[config.mk]
export PLATFORM = sky130hd
export DESIGN_NAME = rom_loader
export DESIGN_NICKNAME = d
export VERILOG_FILES = /design/src/rtl/rom_loader.sv
export SDC_FILE = /design/constraint.sdc
export NUM_CORES = 1
export LEC_CHECK = 0
export CAP_MARGIN = 5
export CORE_AREA = 2 2 126 128
export DETAILED_ROUTE_END_ITERATION = 8
export DIE_AREA = 0 0 128 130
export GPL_TIMING_DRIVEN = 0
export PLACE_DENSITY = 0.71
export SLEW_MARGIN = 20
export SYNTH_ARGS = -nofsm -noshare
export SYNTH_HDL_FRONTEND = slang
export SYNTH_SLANG_ARGS = --single-unit
[constraint.sdc]
create_clock -name clk_i -period 5.09 [get_ports clk_i]
set_clock_uncertainty 0.15 [all_clocks]
set_input_delay 0.509 -clock clk_i [delete_from_list [all_inputs] [get_ports clk_i]]
set_output_delay 0.509 -clock clk_i [all_outputs]
set_load 0.005 [all_outputs]
[src/rtl/rom_loader.sv]
// rom_loader: receives a length-prefixed image over a byte stream and writes
// it into the instruction ROM, holding the core off while loading.
// Stream format: 4-byte little-endian word count N, then N words of
// 4 little-endian bytes each.
//
// state   | meaning
// --------+---------------------------------------------------------------
// S_IDLE  | waiting for start_i, core released
// S_LEN   | collecting the 4 word-count bytes
// S_DATA  | collecting the 4 bytes of the current word
// S_WRITE | one-cycle ROM write of the assembled word
// S_DONE  | one-cycle completion pulse
// S_ERR   | bad length or byte timeout, core held until next start_i
module rom_loader #(
    parameter int ROM_DEPTH      = 4096,
    parameter int TIMEOUT_CYCLES = 1000000
) (
    input  logic        clk_i,
    input  logic        rst_n_i,
    input  logic        start_i,
    input  logic        rx_valid_i,
    input  logic [7:0]  rx_data_i,
    output logic        rx_ready_o,
    output logic        rom_wen_o,
    output logic [31:0] rom_waddr_o,
    output logic [31:0] rom_wdata_o,
    output logic        core_hold_o,
    output logic        busy_o,
    output logic        done_o,
    output logic        err_o
);

    // Word counters hold values up to ROM_DEPTH so they never wrap.
    localparam int CW = $clog2(ROM_DEPTH + 1);
    localparam int TW = $clog2(TIMEOUT_CYCLES + 1);
    localparam logic [TW-1:0] TMO_LAST = TW'(TIMEOUT_CYCLES - 1);
    localparam logic [31:0]   DEPTH_W  = 32'(ROM_DEPTH);

    typedef enum logic [2:0] {
        S_IDLE,
        S_LEN,
        S_DATA,
        S_WRITE,
        S_DONE,
        S_ERR
    } state_t;

    state_t         state;
    logic [1:0]     byte_cnt;
    logic [23:0]    shift_q;
    logic [CW-1:0]  n_words;
    logic [CW-1:0]  word_idx;
    logic [TW-1:0]  tmo_cnt;

    logic           accept;
    logic [31:0]    assembled;

    // The byte being accepted completes the little-endian word on top of the
    // three bytes already shifted in.
    assign accept    = rx_valid_i & rx_ready_o;
    assign assembled = {rx_data_i, shift_q};

    // Sequencer: state, counters and every output are registered together.
    always_ff @(posedge clk_i or negedge rst_n_i) begin
        if (!rst_n_i) begin
            state       <= S_IDLE;
            byte_cnt    <= 2'd0;
            shift_q     <= 24'd0;
            n_words     <= '0;
            word_idx    <= '0;
            tmo_cnt     <= '0;
            rx_ready_o  <= 1'b0;
            rom_wen_o   <= 1'b0;
            rom_waddr_o <= 32'd0;
            rom_wdata_o <= 32'd0;
            core_hold_o <= 1'b0;
            busy_o      <= 1'b0;
            done_o      <= 1'b0;
            err_o       <= 1'b0;
        end else begin
            rom_wen_o <= 1'b0;
            done_o    <= 1'b0;
            case (state)
                S_IDLE, S_ERR: begin
                    if (start_i) begin
                        state       <= S_LEN;
                        err_o       <= 1'b0;
                        byte_cnt    <= 2'd0;
                        word_idx    <= '0;
                        tmo_cnt     <= '0;
                        rx_ready_o  <= 1'b1;
                        busy_o      <= 1'b1;
                        core_hold_o <= 1'b1;
                    end
                end
                S_LEN, S_DATA: begin
                    if (accept) begin
                        tmo_cnt  <= '0;
                        byte_cnt <= byte_cnt + 2'd1;
                        shift_q  <= {rx_data_i, shift_q[23:8]};
                        if (byte_cnt == 2'd3) begin
                            if (state == S_LEN) begin
                                if (assembled == 32'd0 || assembled > DEPTH_W) begin
                                    state      <= S_ERR;
                                    err_o      <= 1'b1;
                                    rx_ready_o <= 1'b0;
                                    busy_o     <= 1'b0;
                                end else begin
                                    n_words <= CW'(assembled);
                                    state   <= S_DATA;
                                end
                            end else begin
                                state       <= S_WRITE;
                                rx_ready_o  <= 1'b0;
                                rom_wen_o   <= 1'b1;
                                rom_waddr_o <= 32'({word_idx, 2'b00});
                                rom_wdata_o <= assembled;
                            end
                        end
                    end else if (tmo_cnt == TMO_LAST) begin
                        state      <= S_ERR;
                        err_o      <= 1'b1;
                        rx_ready_o <= 1'b0;
                        busy_o     <= 1'b0;
                    end else begin
                        tmo_cnt <= tmo_cnt + TW'(1);
                    end
                end
                S_WRITE: begin
                    word_idx <= word_idx + CW'(1);
                    if (word_idx == n_words - CW'(1)) begin
                        state  <= S_DONE;
                        busy_o <= 1'b0;
                        done_o <= 1'b1;
                    end else begin
                        state      <= S_DATA;
                        rx_ready_o <= 1'b1;
                    end
                end
                S_DONE: begin
                    state       <= S_IDLE;
                    core_hold_o <= 1'b0;
                end
                default: begin
                    state       <= S_IDLE;
                    rx_ready_o  <= 1'b0;
                    busy_o      <= 1'b0;
                    core_hold_o <= 1'b0;
                end
            endcase
        end
    end

endmodule
After elaboration in Yosys (flattened, before gate mapping). Index checks and enable logic that the tools add are counted.

Output and inout bits: 70. Bits in registers: 126. Logic and storage cells: 105.

Equality and inequality tests: 18. Bitwise operators: 5. Muxes and demuxes: 44. $add $sub $neg: 4. Magnitude comparators: 1. Reductions and logical operators: 19.

Operator list (count): 20-bit two-way mux (3); 20-bit one-hot mux with 2 select lines (1); 32-bit by 13-bit > comparator with 1-bit output (second input constant) (1); 32-bit zero test (1); 13-bit one-hot mux with 2 select lines (1); 1-bit two-way mux (23); 3-bit two-way mux (7); 20-bit by 1-bit adder with 20-bit output (second input constant) (1); 20-bit equality test (second input constant) (1); 3-bit inequality test (second input constant) (5); 13-bit by 1-bit adder with 13-bit output (second input constant) (1); 13-bit equality test (1); 13-bit two-way mux (1); 13-bit by 1-bit subtractor with 13-bit output (second input constant) (1); 6-bit AND reduction (2); 3-bit one-hot mux with 3 select lines (1); 3-bit AND reduction (3); 2-bit inequality test (second input constant) (4); 1-bit one-hot mux with 4 select lines (2); 7-bit AND reduction (1); 3-bit by 2-bit equality test with 1-bit output (second input constant) (2); 3-bit equality test (second input constant) (2); 2-bit AND reduction (3); 5-bit AND reduction (1); other kinds (15) (22).

Logic depth before layout (Yosys ltp). Gate-level depths: netlist of the first run.

Depth after elaboration: 7. Mapped depth: 9. Depth with buffers taken out: 9.

Worst setup path after synthesis of the first run. OpenSTA, ideal clock, no wires.

Kind: register to register. Start point: reg n_words[0]. End point: reg state[1]. Required time: 4814 ps. Slack: 2715 ps. Setup time: 126 ps. Arrival time: 2099 ps. Clock period less this slack: 2375 ps. Cell stages (with the launch flop): 9. Cells stage by stage: dfrtp_1 -> inv_1 -> ha_1 -> nor3b_2 -> xor2_1 -> o22a_1 -> a2111oi_4 -> nand4_4 -> a221o_1.

Longest elaborated chain between the ends: 4.

Ends and longest elaborated chain: start, declared (line 51) `logic [CW-1:0] n_words;`; start signal, assigned (line 109) `n_words <= CW'(assembled);`; 13-bit by 1-bit subtractor with 13-bit output (line 131) `if (word_idx == n_words - CW'(1)) begin`; 13-bit equality test (line 131); 3-bit two-way mux (line 131); 3-bit one-hot mux with 3 select lines (line 83) `case (state)`; end signal, assigned (line 86) `state <= S_LEN;`; end signal, assigned (line 132) `state <= S_DONE;`; end signal, assigned (line 136) `state <= S_DATA;`; end, declared (line 48) `state_t state;`.

No other way between the ends. A chain may end at the register's enable or synchronous reset.

Worst setup path after layout of the first run.
Start point: in rx_data_i[0]. End point: reg n_words[5].

Longest elaborated chain between the ends: 4.

Ends and longest elaborated chain: start, declared (line 22) `input logic [7:0] rx_data_i,`; 32-bit by 13-bit > comparator with 1-bit output / 32-bit zero test (equally long branches) (line 103) `if (assembled == 32'd0 || assembled > DEPTH_W) begin`; 1-bit logical OR * (line 103); 1-bit NOT (no line) *; 5-bit AND reduction (no line) *.

Every way passes the cells marked *; elsewhere a longest branch is shown, timed or not.

==> results of run 1 <==
flip-flops by register name (all words and copies together), names as in the netlist:
register / flops
rom_wdata_o: 32
shift_q: 24
tmo_cnt: 20
n_words: 13
rom_waddr_o: 13
word_idx: 13
state: 3
byte_cnt: 2
busy_o: 1
core_hold_o: 1
done_o: 1
err_o: 1
rom_wen_o: 1
rx_ready_o: 1
worst max-delay path, stage by stage:
cell             delay [ns]
clkdlybuf4s50_1        0.46
nor4_1                 0.33
nand4_1                0.21
nor4b_2                0.51
nand3_1                0.30
buf_2                  0.28
mux2_1                 0.33
cell usage after synthesis (4+ instances only):
master | instances | area, um2
nand3_1 | 33 | 165
and3_1 | 9 | 56.3
a31oi_1 | 4 | 25.0
xor2_1 | 19 | 166
nor4_1 | 11 | 68.8
xnor2_1 | 10 | 87.6
a21oi_1 | 7 | 35.0
o21ai_0 | 11 | 55.1
buf_4 | 23 | 173
nor2_1 | 41 | 154
inv_1 | 14 | 52.6
mux2_1 | 25 | 282
ha_1 | 4 | 50.1
clkbuf_1 | 18 | 67.6
nand4_1 | 10 | 62.6
mux2i_1 | 5 | 50.1
mux2_2 | 11 | 124
buf_2 | 4 | 20.0
o21ai_1 | 12 | 60.1
nand2_1 | 162 | 608
a211oi_1 | 4 | 30.0
nand2b_1 | 7 | 43.8
dfrtp_1 | 126 | 3150
nor3_1 | 12 | 60.1
report_power, final:
group	switching [mW]	internal (mW)
Combinational	0.401	0.311
Clock	0.450	0.734
Sequential	0.160	1.14
area by class of cell:
class | instances | area, um2 | share of cell area
inverter | 17 | 63.8 | 0.00817
buffer | 48 | 280 | 0.0359
multi-input combinational | 479 | 2830 | 0.363
tap | 192 | 240 | 0.0307
clock buffer | 19 | 443 | 0.0567
timing repair buffer | 64 | 663 | 0.0849
sequential | 126 | 3150 | 0.403
clock inverter | 12 | 138 | 0.0176
logic make-up (layout without fill, tap and decap cells):
kind of cell | count (synthesis) | count (layout)
buffers and inverters | 65 | 160
muxes | 41 | 41
adders and majority gates | 4 | 4
AOI/OAI and AO/OA | 71 | 71
other | 1 | 19
xor gates and xnor gates | 29 | 29
and+or+nand+nor | 315 | 315
DFF | 126 | 126
metal layers:
layer	GRT usage	vias up	share of wire
met1	0.244	2364	0.47
met2	0.293	92	0.47
met5	0	-	0
met3	0.0443	16	0.039
li1	-	2415	-
met4	0.0582	0	0.013
per-stage QoR:
| stage | area [um2] | hold slack (ns) | setup TNS [ns] |
|---|---|---|---|
| after floorplan | 6330 | 0.0634 | 0 |
| after global placement | 7190 | 0.309 | -208.88 |
| after detailed placement | 7220 | 0.228 | 0 |
| after CTS | 7820 | 0.326 | 0 |
| after global routing | 7820 | 0.342 | 0 |
| final | 7820 | 0.317 | 0 |
final timing paths:
kind	startpoint	end	slack, ns	cells after the start
min in group asynchronous	rst_n_i	word_idx[10]$_DFFE_PN0P_	0.38	2
hold / removal	rom_waddr_o[11]$_DFFE_PN0P_	rom_waddr_o[11]$_DFFE_PN0P_	0.32	2
setup reg to reg	shift_q[9]$_DFFE_PN0P_	n_words[5]$_DFFE_PN0P_	2.42	6
setup / recovery	rx_data_i[0]	n_words[5]$_DFFE_PN0P_	2.32	7
hold reg to reg	rom_waddr_o[11]$_DFFE_PN0P_	rom_waddr_o[11]$_DFFE_PN0P_	0.32	2
max in group asynchronous	rst_n_i	busy_o$_DFFE_PN0P_	3.67	3
layout by cell type (no fill, tap or decap), types with 12 or more instances in the layout:
cell type	netlist	routed
mux2_1	25	25
nor3_1	12	12
clkbuf_1	18	19
clkdlybuf4s50_1	0	61
buf_4	23	23
inv_1	14	14
nor2_1	41	41
conb_1	1	19
nand2_1	162	162
o21ai_1	12	12
clkbuf_16	0	17
xor2_1	19	19
nand3_1	33	33
dfrtp_1	126	126
what timing repair did:
item	CTS	global route
setup buffers	0	0
hold endpoints to repair	28	0
hold buffers	1	0
==> results.toml, run 1 <==
[route]
drc = 0
ant_nets = 0
dr.pass1.iters = 4
wirelength_um = 14100
first_iter_violations = 313
vias_per_cell = 5.11
num_vias = 4887
avgRoutedWirePerCell_um = 14.8

[clock_tree]
root_buffer = "clkbuf_16"
cts_resized = 0
ctsHtreeMaxLevel = 4
clockBufferDepth = 2
worstSkewPairLatency_ns = 0.42
cts_tree = "yes"
clkSinkCount = 126
numCtsBuffers = 17
clk_pin_slew_ns = 0.05

[synthesis]
synth-adder-area-share = 0.00799
yosys_warnings = 0
synthMuxAreaShare = 0.0727
ys_ff_latch = 126
syn_area_per_cell_um2 = 9.61
synth_flop_cell = "dfrtp_1"
syn_area_um2 = 6260
seq_area_frac_synth = 0.503
synth_simple_gate_area_frac = 0.238
synth_compound_area_frac = 0.0821
synthArstFlopShare = 1.00
synth_edf_count = 0
synthesis.instances = 652
synth.distinct_cells = 72
synth_top_family_by_area = "simple AND/OR/NAND/NOR gates"
synth-xor-area-share = 0.0406

[global_route]
grt_pass1_wl_um = 24000
track_usage = 0.182
grt_max_degree = 99
grt_pass1_vias = 4801
grt_antenna_before_repair = 0
grt.overflow.total = 0

[sta]
drv_slew = 0
min_period_over_period = 0.545
hold_viol = 0
fmax_mhz = 361
rsz0062_at_grt = "no"
setup_viol = 0
slew_headroom = 0.436
fin_ws_ns = 2.32
fin_crit_ns = 2.77
tightest_slew_ns = 0.843

[worst_setup_path]
crit_path_max_fanout = 10
criticalPathCategory = "input port to flop"
crit_arrival_ns = 2.92
cp.required_ns = 5.24
setup.worst_path.start_class = "input port"
cp-end-kind = "flop"

[floorplanning]
start_util = 0.406
rows = 46
die_w_um = 128
core-area_um2 = 15400
dieArea_um2 = 16600
io_pins = 82
die_height_um = 130

[placed_design]
numPortBuffers = 62
place_hpwl_um = 10000
gp_congestion = 0.865
post-place-cells = 925
dp_slack_ns = 1.86

[min_path]
hold_path.class = "flop to flop"

[final_layout]
fillCellCount = 1430
syn_to_final_growth_pct = 24.8
layoutNonFillerInstCount = 957
drive_gt1_frac = 0.115
n_antenna_cell = 0
nets = 769
utilization = 0.507

[power]
leakagePower_nw = 3.69
vdd_ir_drop_max_mv = 0.278
p_per_area_nw_per_um2 = 409
power_mw = 3.20

[run_status]
status = "completed"

[run]
drv_cap = 0
(Power assumes the default switching activity.)
==> inputs of run 2 (changes only) <==
PLACE_DENSITY = 0.74   (was 0.71)
clock period = 2.43 ns   (was 5.09 ns; I/O delays follow)
==> run 2 against run 1 <==
Net effect:
- via count is 3.7% higher
- critical endpoint is now state[1]$_DFFE_PN0P_
- largest power group unchanged
- cell count is 1.0% higher
- sequential share of layout area is 1.1 points lower
- global-route usage is 0.80 points higher
- clock power is 120% higher
- clock-buffer cell count is 2 lower
- sequential power is 110% higher
- hold slack worse by 0.19 ns
- combinational power is 130% higher
- non-clock buffer count is 9 higher
- largest cell class unchanged
- register-to-register slack worse by 2.4 ns
==> results.toml, run 2 (synthesis gave the netlist of run 1 again) <==
[route]
avgRoutedWirePerCell_um = 15.3
drc = 0
dr.pass1.iters = 5
num_vias = 5069
ant_nets = 0
wirelength_um = 14800
first_iter_violations = 282
vias_per_cell = 5.24

[floorplanning]
rows = 46
die_height_um = 130
die_w_um = 128
dieArea_um2 = 16600
core-area_um2 = 15400
io_pins = 82
start_util = 0.406

[final_layout]
largest_reg_flops = 32
fin_area_um2 = 8050
mostFrequentLayoutCells = "162 x nand2_1, 123 x dfrtp_1, 61 x clkdlybuf4s50_1"
regMostFlops = "rom_wdata_o"
layout_commonest_cell = "nand2_1"
nets = 778
drive_gt1_frac = 0.161
fillCellCount = 1385
n_antenna_cell = 0
reg_top3 = "rom_wdata_o (32), shift_q (24), tmo_cnt (20)"
register_area_um2 = 3160
multi_input_comb_area_um2 = 2950
syn_to_final_growth_pct = 28.6
utilization = 0.522

[worst_setup_path]
crit_path_max_fanout = 8
critPathMaxStageDelay_ns = 0.53
criticalPathCategory = "flop to flop"
setup.worst_path.start_class = "flop"
crit_arrival_ns = 2.55
cp.required_ns = 2.58
worstPathCellList = "nor3_1 > nand4_2 > or4_4 > o211ai_2 > nand4_4 > a221o_1"
slowest_stage = "or4_4"
cp-end-kind = "flop"

[placed_design]
place_area_um2 = 7220
place_hpwl_um = 9940
gp_congestion = 0.888
numPortBuffers = 62

[global_route]
grt_antenna_before_repair = 0
track_usage = 0.190
grt_pass1_wl_um = 24900
grt.overflow.total = 0
grt_max_degree = 93
grt_pass1_vias = 4963

[sta]
whs_ns = 0.131
slew_headroom = 0.609
tightest_slew_ns = 0.586
rsz0062_at_grt = "yes"
setup_viol = 0
min_period_over_period = 0.990
drv_slew = 0
hold_viol = 0
fin_crit_ns = 2.41
tns_ns = 0
fmax_mhz = 416

[clock_tree]
ctsHtreeMaxLevel = 4
root_buffer = "clkbuf_16"
clkSinkCount = 126
numCtsBuffers = 17
worstSkewPairLatency_ns = 0.42
clockBufferDepth = 2
clk_pin_slew_ns = 0.06
cts_tree = "yes"

[power]
p_sw_mw = 2.23
vdd_ir_drop_max_mv = 0.510
p_clk_frac = 0.374
p_seq_frac = 0.395
p_per_area_nw_per_um2 = 864
p_sw_frac = 0.320
p_comb_frac = 0.231
internal_power_mw = 4.73
leakagePower_nw = 3.79

[run]
drv_cap = 0

[min_path]
hold_path.class = "input port to asynchronous set/reset pin"

[run_status]
status = "completed"
[run 2: cell type report]
cell class | instances | area share
Clock buffer | 17 | 0.0528
Timing Repair Buffer | 75 | 0.0926
Inverter | 17 | 0.00792
Multi-Input combinational cell | 479 | 0.366
Sequential cell | 126 | 0.392
Tap cell | 192 | 0.0298
Clock inverter | 15 | 0.0228
Buffer | 46 | 0.0359
[run 2: power by group through the flow]
stage | registers (mW) | clock network [mW] | logic [mW]
floorplan | 2.62 | 0 | 1.10
global placement | 2.74 | 0 | 1.45
detailed placement | 2.75 | 0 | 1.49
CTS | 2.73 | 2.65 | 1.56
global route | 2.78 | 2.76 | 1.77
finish | 2.74 | 2.60 | 1.61
[run 2: worst max-delay path: cells and delay by family, from the launching register on]
kind             cells  cell delay (ns)
AND/OR/NAND/NOR      4             1.20
flip-flops           1             0.47
AO/OA/AOI/OAI        2             0.47
[run 2: repair_timing]
action / CTS / global route
hold endpoints to repair: 126 / 0
gates resized for setup: 19 / 19
pin swaps: 11 / 11
setup buffers: 8 / 3
hold buffers: 1 / 0
setup endpoints to repair: 61 / 55
[run 2: path summary, 6_finish.rpt]
path	start	end	slack, ns	cells after the start
worst max-delay path	n_words[5]$_DFFE_PN0P_	state[1]$_DFFE_PN0P_	0.02	6
worst min register to register	rom_waddr_o[11]$_DFFE_PN0P_	rom_waddr_o[11]$_DFFE_PN0P_	0.32	2
min in group clk_i	rx_data_i[5]	rom_wdata_o[29]$_DFFE_PN0P_	0.29	3
worst max register to register	n_words[5]$_DFFE_PN0P_	state[1]$_DFFE_PN0P_	0.02	6
worst min-delay path	rst_n_i	word_idx[12]$_DFFE_PN0P_	0.13	2
max in group asynchronous	rst_n_i	n_words[2]$_DFFE_PN0P_	1.28	3
[run 2: per-stage QoR]
stage | power, mW | std cells | worst slack, ns
after floorplan | 3.72 | 670 | 0.0554
after global placement | 4.19 | 924 | -4.03
after detailed placement | 4.24 | 925 | -0.533
after CTS | 6.94 | 965 | 0.0101
after global routing | 7.31 | 967 | -0.0736
final | 6.95 | 967 | 0.0249
[run 2: layer usage]
metal | global-route usage | vias to the layer above | part of all wire
li1 | - | 2426 | -
met1 | 0.250 | 2483 | 0.45
met2 | 0.306 | 132 | 0.48
met3 | 0.0398 | 28 | 0.042
met4 | 0.0827 | 0 | 0.021
met5 | 0 | - | 0
==> inputs of run 3 (changes only) <==
ABC_AREA = 1   (was unset)
REMOVE_ABC_BUFFERS = 1   (was unset)
==> run 3 against run 2 <==
Net effect:
- register-to-register slack gained 0.06 ns
- sequential share of layout area grew 1.6 points
- final area shrank 4.0%
- critical endpoint is now rom_waddr_o[13]$_DFFE_PN0P_
- largest cell class unchanged
- largest power group unchanged
==> results.toml, run 3 <==
[power]
vdd_ir_drop_max_mv = 0.519
p_per_area_nw_per_um2 = 971
leakagePower_nw = 3.61

[clock_tree]
clk_pin_slew_ns = 0.06
numCtsBuffers = 17
root_buffer = "clkbuf_16"
worstSkewPairLatency_ns = 0.42
clockBufferDepth = 2
clkSinkCount = 126
ctsHtreeMaxLevel = 4
cts_tree = "yes"

[route]
dr.pass1.iters = 5
wirelength_um = 13800
first_iter_violations = 410
vias_per_cell = 5.01
drc = 0
ant_nets = 0
avgRoutedWirePerCell_um = 13.7
num_vias = 5065

[min_path]
hold_path.class = "input port to asynchronous set/reset pin"

[worst_setup_path]
setup.worst_path.start_class = "flop"
rr_worst_depth = 8
r2r_start = "state[1]$_DFFE_PN0P_"
reg2reg_to = "rom_waddr_o[13]$_DFFE_PN0P_"
crit_arrival_ns = 2.49
r2r_setup_slack_ns = 0.09
cp-end-kind = "flop"
criticalPathCategory = "flop to flop"
cp.required_ns = 2.58
crit_path_max_fanout = 36

[synthesis]
synth_top_family_by_area = "simple AND/OR/NAND/NOR gates"
ys_ff_latch = 126
synthMuxAreaShare = 0.0353
synth_common_cells = "194 x nand2_1, 126 x dfrtp_1, 69 x inv_1, 66 x nor2_1, 38 x nand3_1"
synth_compound_area_frac = 0.0973
synthArstFlopShare = 1.00
synth_most_common_cell = "nand2_1"
synth.distinct_cells = 43
synth-adder-area-share = 0.00793
synth_top_cell_area_share = 0.499
synth_edf_count = 0
syn_area_um2 = 6310
synth_simple_gate_area_frac = 0.252
seq_area_frac_synth = 0.499
synthesis.instances = 737
synth_top_area_cell = "dfrtp_1"
syn_area_per_cell_um2 = 8.57
yosys_warnings = 0
synth-xor-area-share = 0.0236
synth.area.top_cells = "dfrtp_1 50%, nand2_1 12%, inv_1 4.1%"
synth_flop_cell = "dfrtp_1"

[sta]
min_period_over_period = 0.963
hold_viol = 0
fin_crit_ns = 2.34
setup_viol = 0
drv_slew = 0
tns_ns = 0
fmax_mhz = 427

[global_route]
grt.overflow.total = 0
track_usage = 0.178
grt_pass1_wl_um = 23600
grt_antenna_before_repair = 0
grt_max_degree = 101
grt_pass1_vias = 4908

[final_layout]
utilization = 0.501
register_area_um2 = 3150
multi_input_comb_area_um2 = 2750
nets = 824
n_antenna_cell = 0
layout_commonest_cell = "nand2_1"
regMostFlops = "rom_wdata_o"
mostFrequentLayoutCells = "194 x nand2_1, 126 x dfrtp_1, 69 x inv_1"
fin_area_um2 = 7730
fillCellCount = 1468
drive_gt1_frac = 0.116
syn_to_final_growth_pct = 22.4
largest_reg_flops = 32
reg_top3 = "rom_wdata_o (32), shift_q (24), tmo_cnt (20)"

[run]
drv_cap = 0

[floorplanning]
io_pins = 82
rows = 46
start_util = 0.409
die_height_um = 130
core-area_um2 = 15400
die_w_um = 128
dieArea_um2 = 16600

[run_status]
status = "completed"

[placed_design]
place_hpwl_um = 9450
place_area_um2 = 7080
numPortBuffers = 62
gp_congestion = 0.881
==> run 3: cells by family (layout without fill, tap and decap cells) <==
| group | count (synthesis) | in the layout |
|---|---|---|
| other cells | 1 | 19 |
| compound gates | 103 | 103 |
| flops | 126 | 126 |
| buf+inv | 112 | 174 |
| simple gates | 354 | 356 |
| xor+xnor | 17 | 17 |
| fa+ha+maj | 4 | 4 |
| mux | 20 | 20 |
==> run 3: worst max-delay path: stages (launching register included) <==
cell	delay, ns
dfrtp_1	0.44
inv_2	0.12
nand3_2	0.19
nand2_8	0.19
nand3_1	0.17
nor2_4	0.21
buf_16	0.18
buf_12	0.20
mux2_2	0.36
==> run 3: how the worst max path moves through the flow <==
| stage | startpoint | endpoint | slack, ns | cells after the start |
|---|---|---|---|---|
| after global routing | n_words[0]$_DFFE_PN0P_ | busy_o$_DFFE_PN0P_ | -0.03 | 15 |
| after floorplan | state[1]$_DFFE_PN0P_ | rom_wdata_o[24]$_DFFE_PN0P_ | -0.14 | 6 |
| after detailed placement | rx_valid_i | rom_waddr_o[13]$_DFFE_PN0P_ | -0.38 | 8 |
| after global placement | rst_n_i | rom_wdata_o[24]$_DFFE_PN0P_ | -4.10 | 1 |
| after CTS | state[1]$_DFFE_PN0P_ | rom_waddr_o[13]$_DFFE_PN0P_ | 0.09 | 8 |
| final | state[1]$_DFFE_PN0P_ | rom_waddr_o[13]$_DFFE_PN0P_ | 0.09 | 8 |
==> run 3: per-layer routing <==
layer,part of all wire,routed length [um],global-route usage,up-vias
li1,-,-,-,2491
met1,0.45,6160,0.227,2415
met2,0.49,6700,0.293,133
met3,0.046,639,0.0410,26
met4,0.023,320,0.0802,0
met5,0,0,0,-
==> run 3: where the power goes <==
group	total (mW)	switching, mW	internal (mW)
clock network	2.49	0.913	1.58
registers	2.80	0.297	2.50
logic	2.21	1.42	0.793
==> run 3: layout make-up <==
type,instances,area share
tap,192,0.0311
timing repair buffer,67,0.0929
clock inverter,9,0.0142
clock buffer,21,0.0609
inverter,77,0.0376
multi-input combinational,519,0.355
sequential,126,0.408
==> run 3: repair_timing <==
action / in CTS / in global routing
resized for setup: 1 / 8
buffers inserted: 1 / 0
endpoints found under the hold margin: 126 / 0
pin swaps: 2 / 0
gates cloned: 2 / 0
endpoints found under the setup margin: 43 / 14
hold buffers: 1 / 0
==> run 3: metrics by stage <==
step                power (mW)  cells  hold slack (ns)  worst slack [ns]
floorplan                 4.15    720           -0.203            -0.137
global placement          4.90    974            0.316             -4.10
detailed placement        4.96    977          -0.0422            -0.383
CTS                       7.53   1011            0.108            0.0915
global route              7.96   1011            0.135           -0.0261
finish                    7.50   1011            0.117            0.0890
